`src/rtl/bit_entry_debouncer.sv`:
```
// Pushbutton/switch front end: synchronizes both raw inputs, debounces the button
// and emits one captured switch bit with a one-cycle strobe per accepted press.
// Optional macro HISTORY_EN adds an 8-bit shift register of accepted bits (bit 0 newest).
module bit_entry_debouncer #(
  parameter int SYNC_STAGES     = 2,
  parameter int DEBOUNCE_CYCLES = 50000,
  parameter int CNT_W           = 16
) (
  input  logic       clk,
  input  logic       rst,
  input  logic       ena,
  input  logic       btn_raw,
  input  logic       sw_raw,
  output logic       sig_to_test,
  output logic       sig_valid,
  output logic       btn_held
`ifdef HISTORY_EN
  ,
  output logic [7:0] history
`endif
);

  typedef enum logic [1:0] {IDLE, PRESS_DB, PRESSED, RELEASE_DB} state_t;

  localparam logic [CNT_W-1:0] CNT_LAST = CNT_W'(DEBOUNCE_CYCLES - 1);

  state_t                 state_q, state_d;
  logic [SYNC_STAGES-1:0] btn_sync_q, btn_sync_d;
  logic [SYNC_STAGES-1:0] sw_sync_q, sw_sync_d;
  logic [CNT_W-1:0]       cnt_q, cnt_d;
  logic                   bit_q, bit_d;
  logic                   valid_q, valid_d;
  logic                   btn_s, sw_s, cnt_done;
`ifdef HISTORY_EN
  logic [7:0]             history_q, history_d;
`endif

  assign btn_s    = btn_sync_q[SYNC_STAGES-1];
  assign sw_s     = sw_sync_q[SYNC_STAGES-1];
  assign btn_sync_d = {btn_sync_q[SYNC_STAGES-2:0], btn_raw};
  assign sw_sync_d  = {sw_sync_q[SYNC_STAGES-2:0], sw_raw};
  // Compare with >= so the counter saturates instead of wrapping.
  assign cnt_done = (cnt_q >= CNT_LAST);

  always_ff @(posedge clk or negedge rst) begin
    if (!rst) begin
      state_q    <= IDLE;
      btn_sync_q <= '0;
      sw_sync_q  <= '0;
      cnt_q      <= '0;
      bit_q      <= 1'b0;
      valid_q    <= 1'b0;
`ifdef HISTORY_EN
      history_q  <= '0;
`endif
    end else begin
      state_q    <= state_d;
      btn_sync_q <= btn_sync_d;
      sw_sync_q  <= sw_sync_d;
      cnt_q      <= cnt_d;
      bit_q      <= bit_d;
      valid_q    <= valid_d;
`ifdef HISTORY_EN
      history_q  <= history_d;
`endif
    end
  end

  always_comb begin
    state_d = state_q;
    cnt_d   = cnt_q;
    bit_d   = bit_q;
    valid_d = 1'b0;
    if (!ena) begin
      state_d = IDLE;
      cnt_d   = '0;
    end else begin
      case (state_q)
        IDLE: begin
          if (btn_s) begin
            state_d = PRESS_DB;
            cnt_d   = '0;
          end
        end
        PRESS_DB: begin
          // A low sample wins even on the final count cycle.
          if (!btn_s) begin
            state_d = IDLE;
          end else if (cnt_done) begin
            state_d = PRESSED;
            bit_d   = sw_s;
            valid_d = 1'b1;
          end else begin
            cnt_d = cnt_q + CNT_W'(1);
          end
        end
        PRESSED: begin
          if (!btn_s) begin
            state_d = RELEASE_DB;
            cnt_d   = '0;
          end
        end
        RELEASE_DB: begin
          if (btn_s) begin
            state_d = PRESSED;
          end else if (cnt_done) begin
            state_d = IDLE;
          end else begin
            cnt_d = cnt_q + CNT_W'(1);
          end
        end
        default: state_d = IDLE;
      endcase
    end
  end

`ifdef HISTORY_EN
  always_comb begin
    history_d = history_q;
    if (valid_d) history_d = {history_q[6:0], sw_s};
  end
`endif

  always_comb begin
    sig_to_test = bit_q;
    sig_valid   = valid_q;
    btn_held    = (state_q == PRESSED) || (state_q == RELEASE_DB);
`ifdef HISTORY_EN
    history     = history_q;
`endif
  end

endmodule
```
`config.mk`:
```
export PLATFORM = sky130hd
export DESIGN_NAME = bit_entry_debouncer
export DESIGN_NICKNAME = d
export VERILOG_FILES = /design/src/rtl/bit_entry_debouncer.sv
export SDC_FILE = /design/constraint.sdc
export NUM_CORES = 1
export LEC_CHECK = 0
export CORE_ASPECT_RATIO = 0.75
export CORE_MARGIN = 4
export CORE_UTILIZATION = 35
export CTS_BUF_LIST = sky130_fd_sc_hd__clkbuf_4
export CTS_CLUSTER_DIAMETER = 50
export DETAILED_ROUTE_END_ITERATION = 6
export PLACE_DENSITY_LB_ADDON = 0.08
export SLEW_MARGIN = 20
export SYNTH_ARGS = -nofsm -noshare
export SYNTH_HDL_FRONTEND = slang
export SYNTH_SLANG_ARGS = --single-unit
```
`constraint.sdc`:
```
create_clock -name clk -period 4.6 [get_ports clk]
set_input_delay 0.92 -clock clk [delete_from_list [all_inputs] [get_ports clk]]
set_output_delay 0.92 -clock clk [all_outputs]
set_load 0.02 [all_outputs]
```
# Word level (Yosys, flattened, before mapping)
# Cells that the tools add are included.
# word_totals
regBits	24
input_bits	5
out_inout_bits	3
wordCells	41
# op_classes
add_sub_neg	1
n_lt_le_gt_ge	1
n_eq_ne	9
mux	19
n_reduce_logical	5
# op_table
cell	n
$mux W16	6
$pmux W16 S4	1
$add A16 B1 Y16 const B	1
$ge A16 B16 Y1 const B	1
$mux W2	7
$ne A3 B3 Y1 const B	4
$reduce_and A4 Y1	3
$ne A4 B4 Y1 const B	2
$pmux W2 S4	1
$eq A2 B2 Y1 const B	2
$mux W1	4
$eq A2 B1 Y1 const B	1
$logic_not A2 Y1	1
$logic_or A1 B1 Y1	1

# Longest topological paths before layout
# Gate-level depths: netlist of run 1.
# depth
word_depth	5
ltp_mapped	6
ltp_nobuf	5

# Least setup slack after synthesis of run 1
# Ideal clock, no wire load.
# synth_path
path_kind	input to register
from	in ena
to	reg cnt_q[11]
arrival_time_ns	1.929
required_time_ns	4.519
path_slack_ns	2.590
stages	5
path_buffers	1
path_cell_list	nand2_1 a311oi_2 buf_6 or4b_1 o211ai_2
# synth_via
elab_chain_cells	2
# synth_lines
element	line_no	source
start: declaration	11	input logic ena,
$ne A3 B3 Y1 (no line)	-	
$reduce_and A4 Y1 (no line)	-	
end signal: assignment	60	cnt_q <= cnt_d;
end: declaration	30	logic [CNT_W-1:0] cnt_q, cnt_d;
# Several ways; a longest one is shown, not always the timed one.
# A chain may end at the register's enable or synchronous reset.

# Worst setup path after layout of run 1
# layout_path
from	in ena
to	reg cnt_q[10]
# Same word-level chain as after synthesis.

==> impl_metrics.ini, run 1 <==
[power_and_ir_drop]
vdd_ir_drop_max_mv = 0.118
sequentialPowerShare = 0.548
cell_internal_pwr_w = 0.000310
pwr-share-comb = 0.057
p_leak_nw = 0.545
power_frac_clock = 0.395
power_density_mw_per_mm2 = 258
switching_part_of_the_total_power = 0.217
power_switching_w = 0.0000858

[sta]
rsz_0062_raised_after_global_routing = no
report.final.slew_viol_count = 0
finalCritPeriodShare = 0.609
fin_crit_ns = 2.80
report.final.hold_viol_count = 0
fmaxAchievable_ghz = 0.357
slew_headroom = 0.330
setup_tns_ns = 0
tightestPinTransition_ns = 0.998
final-setup-viol-count = 0
timing.clock.skew_ns = 0.0141

[drt]
drc = 0
drt-vias-per-instance = 5.85
postRouteAntennaNets = 0
vias = 1200
drt_iter0_drc = 115
detailedRoute.firstPassIterationCount = 4
wl_per_cell_um = 16.6
detail_route.wirelength_um = 3400

[synthesis]
synth.top_cell.area_share = 0.423
async_flop_share = 1.00
synth_seq_area_share = 0.423
syn_area_mm2 = 0.00142
count_of_flip_flops_with_a_built_in_enable_after_synthesis = 0
synth-seq-cells = 24
syn_nets = 158
synth_largest_area_cell = sky130_fd_sc_hd__dfrtp_1
yosys-top-cells-area = sky130_fd_sc_hd__dfrtp_1 42%, sky130_fd_sc_hd__nand2_1 5.3%, sky130_fd_sc_hd__nand4_1 4.0%
yosys_most_used_dff = sky130_fd_sc_hd__dfrtp_1
yosysWarningCount = 0
synthCells = 152
yosys_cell_types = 42
mean_syn_cell_area_um2 = 9.34

[placed_design]
port-buffer-count = 7
gp_congestion = 0.856
dp.cells = 201
detailedPlacementHpwl_um = 2400

[clock_tree]
cts_tree = done
clock_latency_of_the_later_clocked_register_in_the_worst_skew_pair_ns = 0.33
cts.repair_timing.setup_buffer_count = 0
number_of_clock_buffers_inserted_by_tritoncts = 3
cts_root_buf = sky130_fd_sc_hd__clkbuf_4
numClockSinks = 24
htree_levels = 1
cts-resized-gates = 0
worst_setup_hold_path_clk_slew_ns = 0.15
postCtsHoldBufs = 0
cts_max_path_bufs = 2

[grt]
vias_in_the_first_global_route = 1085
grt_max_degree = 25
grt_overflow = 0
gr-usage-all-layers = 0.147
number_of_antenna_violations_at_the_first_check_in_global_routing = 0
grt_first_pass_wirelength_um = 5780

[die]
die_height_um = 63.2
die_area_mm2 = 0.00515
num_rows = 19
floorplan.die.width_um = 81.6
core_area_mm2 = 0.00378
io_pins = 8
initial_core_util = 0.376

[final_layout]
syn_to_final_growth_pct = 7.93
final_layout_size_suffix_gt1_frac = 0.0784
ant_diodes = 0
layout.nets = 160
layoutNonFillerInstCount = 205
share_of_the_core_filled_with_cells_in_the_final_layout = 0.405

[critical_path]
worst-endpoint-required_ns = 4.86
end_kind = flip-flop
worst_ep_arrival_time_ns = 3.06
timing_worst_setup_path_type = in -> reg
cp-start-kind = input pin
crit_fanout = 22

[min_path]
hp-class = reg -> reg

[run]
max-cap-violations = 0

[run_status]
status = finished clean
-- layer usage --
| metal | vias up | track usage | part of all wire |
|---|---|---|---|
| met2 | 41 | 0.187 | 0.39 |
| met5 | - | 0 | 0 |
| met3 | 5 | 0.0399 | 0.068 |
| met4 | 0 | 0.0401 | 0.011 |
| li1 | 590 | - | - |
| met1 | 564 | 0.235 | 0.53 |
-- state kept, by name, summed over array words and instances, names as in the netlist --
name / flops
state_q: 2
btn_sync_q: 2
sw_sync_q: 2
sig_valid: 1
sig_to_test: 1
cnt_q: 16
-- power by group through the flow --
| stage | Clock, W | Sequential, W | Combinational [W] |
|---|---|---|---|
| detailed placement | 0 | 0.000221 | 0.0000234 |
| global route | 0.000168 | 0.000217 | 0.0000256 |
| CTS | 0.000163 | 0.000217 | 0.0000235 |
| floorplan | 0 | 0.000219 | 0.0000136 |
| finish | 0.000157 | 0.000217 | 0.0000225 |
| global placement | 0 | 0.000221 | 0.0000231 |
-- worst max-delay path, stage by stage --
cell and delay (ns):
sky130_fd_sc_hd__clkdlybuf4s50_1 0.45, sky130_fd_sc_hd__buf_4 0.23, sky130_fd_sc_hd__nand2_1 0.17, sky130_fd_sc_hd__a311oi_2 0.71
sky130_fd_sc_hd__or4b_1 0.49, sky130_fd_sc_hd__o211ai_1 0.09
-- cells in the final DEF (no fill, tap or decap), types with 3 or more instances in the layout --
cell type | synthesis | final
sky130_fd_sc_hd__nor2_1 | 6 | 6
sky130_fd_sc_hd__dfrtp_1 | 24 | 24
sky130_fd_sc_hd__a31oi_1 | 7 | 7
sky130_fd_sc_hd__o21ai_0 | 7 | 7
sky130_fd_sc_hd__inv_1 | 3 | 3
sky130_fd_sc_hd__clkbuf_4 | 0 | 3
sky130_fd_sc_hd__or3_1 | 4 | 4
sky130_fd_sc_hd__o311ai_0 | 3 | 3
sky130_fd_sc_hd__clkdlybuf4s50_1 | 0 | 6
sky130_fd_sc_hd__nand3_1 | 7 | 7
sky130_fd_sc_hd__nor3_1 | 4 | 4
sky130_fd_sc_hd__o211ai_1 | 6 | 6
sky130_fd_sc_hd__nand2_1 | 20 | 20
sky130_fd_sc_hd__o31ai_1 | 3 | 3
sky130_fd_sc_hd__o21a_1 | 4 | 4
sky130_fd_sc_hd__nand4_1 | 9 | 9
sky130_fd_sc_hd__nor4_1 | 4 | 4
-- logic make-up after synthesis --
kind of cell / after synthesis / synth area share
and+or+nand+nor: 66 / 0.251
AOI/OAI and AO/OA: 44 / 0.233
DFF: 24 / 0.423
buffers and inverters: 14 / 0.0626
muxes: 2 / 0.0150
xor gates and xnor gates: 1 / 0.00617
adders and majority gates: 1 / 0.00881
-- Yosys cell counts, types with 2 or more instances --
cell / instances
sky130_fd_sc_hd__or3_1: 4
sky130_fd_sc_hd__a21boi_0: 2
sky130_fd_sc_hd__nand4b_1: 2
sky130_fd_sc_hd__and2_1: 2
sky130_fd_sc_hd__nand4_1: 9
sky130_fd_sc_hd__nand2_1: 20
sky130_fd_sc_hd__dfrtp_1: 24
sky130_fd_sc_hd__o21ai_0: 7
sky130_fd_sc_hd__nand3_1: 7
sky130_fd_sc_hd__o21a_1: 4
sky130_fd_sc_hd__o311ai_0: 3
sky130_fd_sc_hd__nor3_1: 4
sky130_fd_sc_hd__or4b_1: 2
sky130_fd_sc_hd__nor2_1: 6
sky130_fd_sc_hd__a31oi_1: 7
sky130_fd_sc_hd__clkbuf_1: 9
sky130_fd_sc_hd__a211oi_1: 2
sky130_fd_sc_hd__o31ai_1: 3
sky130_fd_sc_hd__a21o_1: 2
sky130_fd_sc_hd__inv_1: 3
sky130_fd_sc_hd__nor4_1: 4
sky130_fd_sc_hd__o211ai_1: 6
-- path summary, 6_finish.rpt --
path,from,end,slack [ns],cells after the start
max,ena,cnt_q[10],1.80,6
min,sw_sync_q[0],sw_sync_q[1],0.35,0
max reg2reg,cnt_q[0],state_q[0],2.07,5
min reg2reg,sw_sync_q[0],sw_sync_q[1],0.35,0
max in group asynchronous,rst,cnt_q[15],3.71,1
min in group asynchronous,rst,cnt_q[0],0.54,1
-- final cells by class --
type,count,area (um2)
inverter,3,11.3
clock inverter,1,30.0
multi-input combinational,114,731
clock buffer,3,22.5
timing repair buffer,8,72.6
fill,388,2250
sequential,24,601
tap,52,65.1
-- through the flow --
step	setup WS [ns]	total power [W]	hold slack, ns	cell area (um2)
3_3_place_gp	1.51	0.000244	0.334	1490
6_report	1.80	0.000396	0.350	1530
4_1_cts	1.83	0.000403	0.362	1540
3_5_place_dp	1.45	0.000244	0.337	1490
5_1_grt	1.70	0.000411	0.365	1530
2_1_floorplan	2.59	0.000233	0.331	1420
No activity file was read; power rests on OpenSTA's default activity.
==> run 2: changes to the inputs <==
==> constraint.sdc (replaced) <==
create_clock -name clk -period 2.54 [get_ports clk]
set_input_delay 0.508 -clock clk [delete_from_list [all_inputs] [get_ports clk]]
set_output_delay 0.508 -clock clk [all_outputs]
set_load 0.02 [all_outputs]
==> run 2 against run 1 <==
Compared with the run above: die area stayed put; non-clock buffer count is 8 higher; cell count is 3.4% higher; largest power group unchanged; sequential power is 81% higher; highest routed layer unchanged; sequential share of layout area is 0.88 points lower.
==> impl_metrics.ini, run 2 (synthesized netlist as in run 1, its figures left out) <==
[power_and_ir_drop]
p_leak_nw = 0.570
power_density_mw_per_mm2 = 389
p_total_w = 0.000610
vdd_ir_drop_max_mv = 0.220

[critical_path]
crit_end = cnt_q[14]
crit_fanout = 9
worst_ep_arrival_time_ns = 2.38
timing_worst_setup_path_type = reg -> reg
r2r_slack_ns = 0.34
crit_path_max_incr_delay_ns = 0.61
critical_path_cell_by_cell = nor3_1 -> a211oi_1 -> buf_4 -> nor3_2 -> o221ai_1
crit_path_top_delay_cell = sky130_fd_sc_hd__nor3_2
cp-start-kind = flip-flop
worst-endpoint-required_ns = 2.72
timing.rr.start = cnt_q[5]
timing.rr.end = cnt_q[14]
end_kind = flip-flop
rr_worst_depth = 5
cp-startpoint = cnt_q[5]

[sta]
slew_headroom = 0.492
finalCritPeriodShare = 0.865
tightestPinTransition_ns = 0.761
rsz_0062_raised_after_global_routing = no
fmaxAchievable_ghz = 0.455
setup_tns_ns = 0
report.final.slew_viol_count = 0
timing.final.ws_setup_ns = 0.344
final-setup-viol-count = 0
timing.clock.skew_ns = 0.00325
fin_crit_ns = 2.20
report.final.hold_viol_count = 0

[clock_tree]
worst_setup_hold_path_clk_slew_ns = 0.14
cts_tree = done
htree_levels = 1
cts_max_path_bufs = 2
cts.repair_timing.setup_buffer_count = 0
postCtsHoldBufs = 0
cts-resized-gates = 0
clock_latency_of_the_later_clocked_register_in_the_worst_skew_pair_ns = 0.31
cts_root_buf = sky130_fd_sc_hd__clkbuf_4
number_of_clock_buffers_inserted_by_tritoncts = 3
numClockSinks = 24

[placed_design]
port-buffer-count = 7
gp_congestion = 0.897
detailedPlacementHpwl_um = 2560
dp_worst_setup_slack_ns = 0.347
dp.cells = 209

[grt]
vias_in_the_first_global_route = 1239
grt_max_degree = 25
grt_overflow = 0
grt_first_pass_wirelength_um = 6300
gr-usage-all-layers = 0.158
number_of_antenna_violations_at_the_first_check_in_global_routing = 0

[die]
io_pins = 8
floorplan.die.width_um = 81.6
initial_core_util = 0.376
core_area_mm2 = 0.00378
num_rows = 19
die_height_um = 63.2
die_area_mm2 = 0.00515

[final_layout]
final_layout_size_suffix_gt1_frac = 0.113
syn_to_final_growth_pct = 10.4
mostFrequentLayoutCells = 24 x sky130_fd_sc_hd__dfrtp_1, 20 x sky130_fd_sc_hd__nand2_1, 9 x sky130_fd_sc_hd__nand4_1, 9 x sky130_fd_sc_hd__buf_4
layoutNonFillerInstCount = 212
most_common_cell_after_layout_fill_and_taps_aside = sky130_fd_sc_hd__dfrtp_1
fillers = 386
largest_register_ffs = 16
share_of_the_core_filled_with_cells_in_the_final_layout = 0.415
layout.nets = 168
largest_register = cnt_q
ant_diodes = 0

[drt]
wl_per_cell_um = 16.7
vias = 1219
drt-vias-per-instance = 5.75
drc = 0
detailedRoute.firstPassIterationCount = 4
drt_iter0_drc = 101
detail_route.wirelength_um = 3540
postRouteAntennaNets = 0

[run_status]
status = finished clean

[run]
max-cap-violations = 0

[min_path]
hp-class = reg -> reg
## run 2: routing by layer
layer / GRT usage / vias up / part of all wire
met5: 0 / - / 0
met4: 0.0401 / 0 / 0.010
met3: 0.0385 / 4 / 0.054
met2: 0.217 / 29 / 0.41
met1: 0.241 / 581 / 0.53
li1: - / 605 / -
## run 2: worst min path at each step
stage / cells after the start / to / start
after floorplan: 0 / btn_sync_q[0] / rst
after global placement: 0 / sw_sync_q[1] / sw_sync_q[0]
after detailed placement: 0 / sw_sync_q[1] / sw_sync_q[0]
after CTS: 0 / sw_sync_q[1] / sw_sync_q[0]
after global routing: 0 / sw_sync_q[1] / sw_sync_q[0]
final: 0 / sw_sync_q[1] / sw_sync_q[0]
## run 2: cell type report
type,instances,area [um2],share of cell area
sequential,24,601,0.383
inverter,3,11.3,0.00718
multi-input combinational,114,731,0.466
tap,52,65.1,0.0415
clock buffer,3,22.5,0.0144
timing repair buffer,16,138,0.0878
## run 2: power breakdown
part | internal [W] | leakage, nW | total, W | switching, W
Combinational | 0.0000181 | 0.232 | 0.0000451 | 0.0000270
Clock | 0.0000555 | 0.0138 | 0.000173 | 0.000118
Sequential | 0.000387 | 0.325 | 0.000392 | 0.00000542
Total | 0.000460 | 0.570 | 0.000610 | 0.000150
## run 2: worst max-delay path: cells and delay by family (launching register included)
family / cells / cell delay [ns]
and+or+nand+nor: 2 / 1.02
DFF: 1 / 0.44
buffers and inverters: 1 / 0.18
AOI/OAI and AO/OA: 2 / 0.41
## run 2: through the flow
stage,area [um2],hold slack (ns)
finish,1570,0.363
global route,1570,0.374
CTS,1570,0.368
detailed placement,1550,0.335
global placement,1550,0.333
floorplan,1420,0.212
